$ cat src/rtl/traffic_monitor_if.sv
// Lamp sample bus between the traffic-light sequencer and its monitor.
// The sequencer drives the master side; the monitor observes through the slave side.
interface traffic_monitor_if;
   logic en;
   logic red;
   logic amber;
   logic green;

   modport master (output en, red, amber, green);
   modport slave  (input  en, red, amber, green);
endinterface

$ cat src/rtl/traffic_monitor.sv
// Checks the UK lamp sequence R -> R+A -> G -> A -> R and its dwell limits, counts completed
// light cycles, and latches a sticky error with the offending sample.
module traffic_monitor #(
   parameter int unsigned MAX_DWELL = 1,
   parameter int unsigned DWELL_W   = 8,
   parameter int unsigned CNT_W     = 8
) (
   input  logic                     clk,
   input  logic                     rst_n,
   traffic_monitor_if.slave         lamps,
   input  logic                     clear,
   output logic                     locked,
   output logic                     err,
   output logic [1:0]               err_code,
   output logic [2:0]               err_lights,
   output logic [CNT_W-1:0]         cycle_count
);

   typedef enum logic [1:0] {StSync, StTrack, StError} state_e;

   state_e               state_q, state_d;
   logic [2:0]           prev_q, prev_d;
   logic [DWELL_W-1:0]   dwell_q, dwell_d;
   logic [1:0]           code_q, code_d;
   logic [2:0]           lights_q, lights_d;
   logic [CNT_W-1:0]     count_q, count_d;

   logic [2:0] sample;
   logic       legal;
   logic [2:0] succ;

   assign sample = {lamps.red, lamps.amber, lamps.green};

   always_comb begin
      legal = 1'b0;
      succ  = 3'b000;
      unique case (sample)
         3'b100, 3'b110, 3'b001, 3'b010: legal = 1'b1;
         default: legal = 1'b0;
      endcase
      unique case (prev_q)
         3'b100:  succ = 3'b110;
         3'b110:  succ = 3'b001;
         3'b001:  succ = 3'b010;
         3'b010:  succ = 3'b100;
         default: succ = 3'b000;
      endcase
   end

   always_comb begin
      state_d  = state_q;
      prev_d   = prev_q;
      dwell_d  = dwell_q;
      code_d   = code_q;
      lights_d = lights_q;
      count_d  = count_q;
      // clear wins over a same-cycle sample, which is simply dropped
      if (clear) begin
         state_d  = StSync;
         code_d   = 2'b00;
         lights_d = 3'b000;
         dwell_d  = '0;
      end else if (lamps.en) begin
         unique case (state_q)
            StSync: begin
               if (legal) begin
                  state_d = StTrack;
                  prev_d  = sample;
                  dwell_d = DWELL_W'(1);
               end else begin
                  state_d  = StError;
                  code_d   = 2'b01;
                  lights_d = sample;
               end
            end
            StTrack: begin
               if (!legal) begin
                  state_d  = StError;
                  code_d   = 2'b01;
                  lights_d = sample;
               end else if (sample == prev_q) begin
                  if (dwell_q == DWELL_W'(MAX_DWELL)) begin
                     state_d  = StError;
                     code_d   = 2'b11;
                     lights_d = sample;
                  end else begin
                     dwell_d = dwell_q + DWELL_W'(1);
                  end
               end else if (sample != succ) begin
                  state_d  = StError;
                  code_d   = 2'b10;
                  lights_d = sample;
               end else begin
                  prev_d  = sample;
                  dwell_d = DWELL_W'(1);
                  if (prev_q == 3'b010 && count_q != '1) count_d = count_q + CNT_W'(1);
               end
            end
            default: ;
         endcase
      end
   end

   always_ff @(posedge clk or negedge rst_n) begin
      if (!rst_n) begin
         state_q  <= StSync;
         prev_q   <= 3'b000;
         dwell_q  <= '0;
         code_q   <= 2'b00;
         lights_q <= 3'b000;
         count_q  <= '0;
      end else begin
         state_q  <= state_d;
         prev_q   <= prev_d;
         dwell_q  <= dwell_d;
         code_q   <= code_d;
         lights_q <= lights_d;
         count_q  <= count_d;
      end
   end

   assign locked      = (state_q == StTrack);
   assign err         = (state_q == StError);
   assign err_code    = code_q;
   assign err_lights  = lights_q;
   assign cycle_count = count_q;

endmodule

$ cat src/flat_wrapper.sv
// flat-port wrapper written by rule: the top's interface ports become plain ports
module traffic_monitor_flat 
#(
   parameter int unsigned MAX_DWELL = 1,
   parameter int unsigned DWELL_W   = 8,
   parameter int unsigned CNT_W     = 8
)
  (clk, rst_n, clear, locked, err, err_code, err_lights, cycle_count, lamps_en, lamps_red, lamps_amber, lamps_green);
  traffic_monitor_if lamps_i ();
  input  logic clk;
  input  logic rst_n;
  input  logic clear;
  output logic locked;
  output logic err;
  output logic [1:0] err_code;
  output logic [2:0] err_lights;
  output logic [CNT_W-1:0] cycle_count;
  input wire logic [$bits(lamps_i.en)-1:0] lamps_en;
  input wire logic [$bits(lamps_i.red)-1:0] lamps_red;
  input wire logic [$bits(lamps_i.amber)-1:0] lamps_amber;
  input wire logic [$bits(lamps_i.green)-1:0] lamps_green;
  assign lamps_i.en = lamps_en;
  assign lamps_i.red = lamps_red;
  assign lamps_i.amber = lamps_amber;
  assign lamps_i.green = lamps_green;
  traffic_monitor #(.MAX_DWELL(MAX_DWELL), .DWELL_W(DWELL_W), .CNT_W(CNT_W)) u_core (.clk(clk), .rst_n(rst_n), .lamps(lamps_i), .clear(clear), .locked(locked), .err(err), .err_code(err_code), .err_lights(err_lights), .cycle_count(cycle_count));
endmodule
$ cat config.mk
export PLATFORM = sky130hd
export DESIGN_NAME = traffic_monitor_flat
export DESIGN_NICKNAME = d
export VERILOG_FILES = /design/src/rtl/traffic_monitor_if.sv /design/src/rtl/traffic_monitor.sv /design/src/flat_wrapper.sv
export SDC_FILE = /design/constraint.sdc
export NUM_CORES = 1
export LEC_CHECK = 0
export ABC_AREA = 1
export BUFFER_PORTS_ARGS = -buffer_cell sky130_fd_sc_hd__buf_2
export CAP_MARGIN = 25
export CORE_AREA = 2 2 61 63
export CTS_BUF_LIST = sky130_fd_sc_hd__clkbuf_4 sky130_fd_sc_hd__clkbuf_8 sky130_fd_sc_hd__clkbuf_16
export CTS_CLUSTER_SIZE = 12
export DETAILED_ROUTE_END_ITERATION = 6
export DIE_AREA = 0 0 63 65
export GPL_ROUTABILITY_DRIVEN = 0
export PLACE_DENSITY = 0.75
export SLEW_MARGIN = 20
export SYNTH_ARGS = -nofsm -noshare
export SYNTH_HDL_FRONTEND = slang
export SYNTH_SLANG_ARGS = --single-unit
export TNS_END_PERCENT = 1
$ cat constraint.sdc
create_clock -name clk -period 1.5 [get_ports clk]
set_input_delay 0.075 -clock clk [delete_from_list [all_inputs] [get_ports clk]]
set_output_delay 0.075 -clock clk [all_outputs]
set_load 0.02 [all_outputs]
==> impl_results.html <==
<table>
<tr><th>Metric</th><th>Value</th></tr>
<tr><th colspan="2">Power</th></tr>
<tr><td>Net switching power</td><td>948 uW</td></tr>
<tr><td>Leakage dissipation</td><td>0.00112 uW</td></tr>
<tr><td>Power consumption</td><td>2430 uW</td></tr>
<tr><td>Sw frac</td><td>39.0%</td></tr>
<tr><td>Total internal power</td><td>1480 uW</td></tr>
<tr><td>Part of the total power dissipated in combinational logic</td><td>42.6%</td></tr>
<tr><td>Clk network pwr share</td><td>19.8%</td></tr>
<tr><td>Peak supply drop</td><td>0.859 mV</td></tr>
<tr><td>Power density over the cells</td><td>1080 nW/um^2</td></tr>
<tr><td>Part of the power in registers</td><td>37.6%</td></tr>
<tr><th colspan="2">Final layout</th></tr>
<tr><td>End-of-flow core utilization</td><td>64.4%</td></tr>
<tr><td>Number of nets in the final layout</td><td>290</td></tr>
<tr><td>Layout area overhead</td><td>34.9%</td></tr>
<tr><td>Fraction of final layout cells with drive strength greater than 1</td><td>33.0%</td></tr>
<tr><td>Number of diodes added for antenna fixing</td><td>0</td></tr>
<tr><th colspan="2">Placed design</th></tr>
<tr><td>Count of buffers inserted at the top-level ports</td><td>21</td></tr>
<tr><td>Post-DP HPWL</td><td>2790 um</td></tr>
<tr><th colspan="2">Setup path</th></tr>
<tr><td>Crit path cell chain</td><td>o21ai_4 &gt; nand2_2 &gt; nand2_2 &gt; nand3_2 &gt; nor2_4 &gt; inv_2 &gt; nor2_4 &gt; nand2_2 &gt; nand2_1 &gt; o21ai_1</td></tr>
<tr><td>Delay contributed by the slowest stage of the critical path</td><td>0.52 ns</td></tr>
<tr><td>Slowest cell on the critical path</td><td>dfrtp_2</td></tr>
<tr><td>Startpoint Class</td><td>flip-flop</td></tr>
<tr><td>Startpoint of the worst register-to-register path</td><td>u_core.prev_q[1]</td></tr>
<tr><td>Data arrival time of the critical path</td><td>1.96 ns</td></tr>
<tr><td>WS Path Type</td><td>flip-flop to flip-flop</td></tr>
<tr><td>Type of destination of the critical path</td><td>flip-flop</td></tr>
<tr><td>Worst endpoint required time</td><td>1.73 ns</td></tr>
<tr><td>Worst-path fanout max</td><td>7</td></tr>
<tr><td>Cell with the most instances on the worst path</td><td>nand2_2</td></tr>
<tr><td>Origin of the worst setup path</td><td>u_core.prev_q[1]</td></tr>
<tr><th colspan="2">Job</th></tr>
<tr><td>Max-cap viol count</td><td>0</td></tr>
<tr><th colspan="2">Floorplanning</th></tr>
<tr><td>Die Y-Extent</td><td>65 um</td></tr>
<tr><td>Core Box Area</td><td>3500 um^2</td></tr>
<tr><td>Number of placement rows</td><td>22</td></tr>
<tr><td>Full die area</td><td>4100 um^2</td></tr>
<tr><td>Die span in x</td><td>63 um</td></tr>
<tr><td>Initial cell density of the core</td><td>47.7%</td></tr>
<tr><td>Number of top-level pins</td><td>22</td></tr>
<tr><th colspan="2">Logic synthesis</th></tr>
<tr><td>Synth warn</td><td>0</td></tr>
<tr><td>Number of different library cells in the post-synthesis netlist</td><td>28</td></tr>
<tr><td>Proportion of register bits with asynchronous set or reset after synthesis</td><td>100%</td></tr>
<tr><td>Post-synthesis instance total</td><td>226</td></tr>
<tr><td>Count of state elements after synthesis</td><td>26</td></tr>
<tr><td>Avg Cell Area, Syn</td><td>7.39 um^2</td></tr>
<tr><td>Top cell types by occurrence after synthesis</td><td>nand2_1 (66), nand3_1 (27), dfrtp_1 (26)</td></tr>
<tr><td>Top-count cell post-synth</td><td>nand2_1</td></tr>
<tr><td>Portion of the post-synthesis area used by sequential elements</td><td>39.0%</td></tr>
<tr><td>Area share of the largest cell type after synthesis</td><td>39.0%</td></tr>
<tr><td>Number of enable flip-flop cells after synthesis</td><td>0</td></tr>
<tr><td>Post-synth design cell area</td><td>1670 um^2</td></tr>
<tr><td>Prevailing post-synth register cell</td><td>dfrtp_1</td></tr>
<tr><td>Mapped Nets</td><td>236</td></tr>
<tr><td>Cell accounting for the most synthesized area</td><td>dfrtp_1</td></tr>
<tr><td>Biggest area contributors in the synthesized netlist</td><td>dfrtp_1 (39%), nand2_1 (15%), nand3_1 (8.1%)</td></tr>
<tr><th colspan="2">Clocking</th></tr>
<tr><td>Buffer cell driving the clock tree root</td><td>clkbuf_4</td></tr>
<tr><td>Clk_lat worst skew</td><td>0.32 ns</td></tr>
<tr><td>Number of levels in the clock H-tree</td><td>1</td></tr>
<tr><td>Clk sink count</td><td>26</td></tr>
<tr><td>Clock transition at the registers of the reported paths</td><td>0.14 ns</td></tr>
<tr><td>CTS Buf Count</td><td>3</td></tr>
<tr><td>Clock tree from TritonCTS</td><td>yes</td></tr>
<tr><td>Worst-case clock buffer depth</td><td>2</td></tr>
<tr><th colspan="2">STA</th></tr>
<tr><td>Hold violation total from the final report</td><td>0</td></tr>
<tr><td>Number of pins with negative max-slew slack in the final report</td><td>0</td></tr>
<tr><td>Unrepaired setup endpoints after global routing</td><td>yes</td></tr>
<tr><td>Max frequency</td><td>577 MHz</td></tr>
<tr><td>Final critical-path setup slack</td><td>-0.233 ns</td></tr>
<tr><td>Max_slew headroom</td><td>61.2%</td></tr>
<tr><td>Worst Tran Pin Value</td><td>0.581 ns</td></tr>
<tr><td>Final-report setup violation count</td><td>26</td></tr>
<tr><td>Final Critical Period</td><td>1.73 ns</td></tr>
<tr><td>Fraction of the cycle the final worst path needs</td><td>116%</td></tr>
<tr><td>Clock skew after layout</td><td>0.00558 ns</td></tr>
<tr><th colspan="2">Global route</th></tr>
<tr><td>Remaining Overflow, GRT</td><td>0</td></tr>
<tr><td>Overall fraction of global-route tracks in use</td><td>19.7%</td></tr>
<tr><td>Via count of the first global-routing pass</td><td>1513</td></tr>
<tr><td>Number of antenna violations at the first check in global routing</td><td>0</td></tr>
<tr><td>Pin count of the biggest net entering global routing</td><td>27</td></tr>
<tr><td>Global-route wire length before repair</td><td>6580 um</td></tr>
<tr><th colspan="2">Route</th></tr>
<tr><td>Detailed Route WL</td><td>4050 um</td></tr>
<tr><td>Via total after detailed routing</td><td>1664</td></tr>
<tr><td>Wire length per cell</td><td>12.4 um</td></tr>
<tr><td>Count of nets left with antenna violations after detail routing</td><td>0</td></tr>
<tr><td>Via count normalized by instance count</td><td>5.09</td></tr>
<tr><td>Drt pass-1 iters</td><td>4</td></tr>
<tr><td>Residual DRC</td><td>0</td></tr>
<tr><td>Number of DRC markers after the initial detailed-route iteration</td><td>132</td></tr>
<tr><th colspan="2">Min path</th></tr>
<tr><td>Path type of the worst min-delay path</td><td>input port to flip-flop</td></tr>
<tr><td>Source of the worst hold timing path</td><td>lamps_green</td></tr>
<tr><th colspan="2">Outcome</th></tr>
<tr><td>Run status</td><td>complete, but fails checks</td></tr>
<tr><td>Violations in the final reports</td><td>negative setup slack</td></tr>
</table>
## worst paths after layout
kind                                          to  slack, ns  depth (start not counted)
setup / recovery           u_core.cycle_count[2]      -0.23                         10
hold / removal                  u_core.prev_q[0]       0.04                          3
setup reg to reg           u_core.cycle_count[2]      -0.23                         10
hold reg to reg             u_core.err_lights[0]       0.48                          2
max in group asynchronous       u_core.prev_q[1]       0.82                          2
min in group asynchronous   u_core.err_lights[2]       0.27                          2
## worst max-delay path: cells and delay by family (launching register included)
family / cells / cell delay [ns]
AND/OR/NAND/NOR: 7 / 0.77
AO/OA/AOI/OAI: 2 / 0.26
flip-flops: 1 / 0.52
buffers and inverters: 1 / 0.08
## power groups by stage
stage          logic (uW)  registers, uW  clock network, uW
6_report             1030            914                481
5_1_grt              1130            932                534
4_1_cts               818            880                502
3_5_place_dp          803            888                  0
3_3_place_gp          789            886                  0
2_1_floorplan         520            889                  0
## through the flow
stage / cell area [um^2] / std cells / setup WS, ns / hold WS (ns) / setup TNS [ns]
3_5_place_dp: 2040 / 318 / -0.140 / 0.107 / -2.62
3_3_place_gp: 2040 / 318 / -0.116 / 0.109 / -1.77
6_report: 2250 / 327 / -0.233 / 0.0389 / -3.64
4_1_cts: 2110 / 323 / -0.135 / 0.0218 / -2.34
5_1_grt: 2250 / 327 / -0.308 / 0.0294 / -6.43
2_1_floorplan: 1690 / 226 / -0.0498 / -0.221 / -0.415
## layer usage
layer / up-vias / track usage [%] / part of all wire (%)
met3: 4 / 3.82 / 3.4
met1: 773 / 27.0 / 46
met4: 0 / 3.61 / 0.64
met2: 34 / 32.7 / 49
li1: 853 / - / -
met5: - / 0 / 0
## cell families (layout without fill, tap and decap cells)
group	count (synthesis)	in the layout	synth area share, %
compound gates	19	19	6.00
xor+xnor	16	16	8.40
fa+ha+maj	3	3	2.25
buf+inv	26	77	6.52
flops	26	26	39.0
simple gates	136	138	37.9
## what timing repair did
item                                    CTS  global route
gates cloned                              0             2
endpoints found under the hold margin    26             0
hold buffers                              1             0
pin swaps                                 0            15
endpoints found under the setup margin   26            27
gates resized for setup                   4            26
buffers inserted                          0             2
## flip-flops by register name (all words and copies together), names as in the netlist
signal              flops
u_core.cycle_count      8
u_core.state_q          2
u_core.err_lights       3
u_core.dwell_q          8
u_core.err_code         2
u_core.prev_q           3
## area by class of cell
class                      instances  area (um^2)
timing repair buffer              51          340
inverter                          22         87.6
multi-input combinational        176         1050
clock buffer                       3         22.5
sequential                        26          657
clock inverter                     1         30.0
fill                             327         1240
tap                               48         60.1
## cells in the final DEF, fill, tap and decap left out, types with 3 or more instances in the layout
cell and instances:
nand3_1 21, nand2_4 6, clkbuf_4 3, xor2_1 12, nor2_1 14, buf_4 27
nor3_1 3, inv_1 17, buf_2 21, dfrtp_2 5, o21ai_0 5, nand4_1 11
nor2_4 4, nand2_1 60, ha_1 3, inv_2 3, nand3_2 6, dfrtp_1 21
nand2_2 4, o21ai_1 11, xnor2_1 3
(Power assumes the default switching activity.)
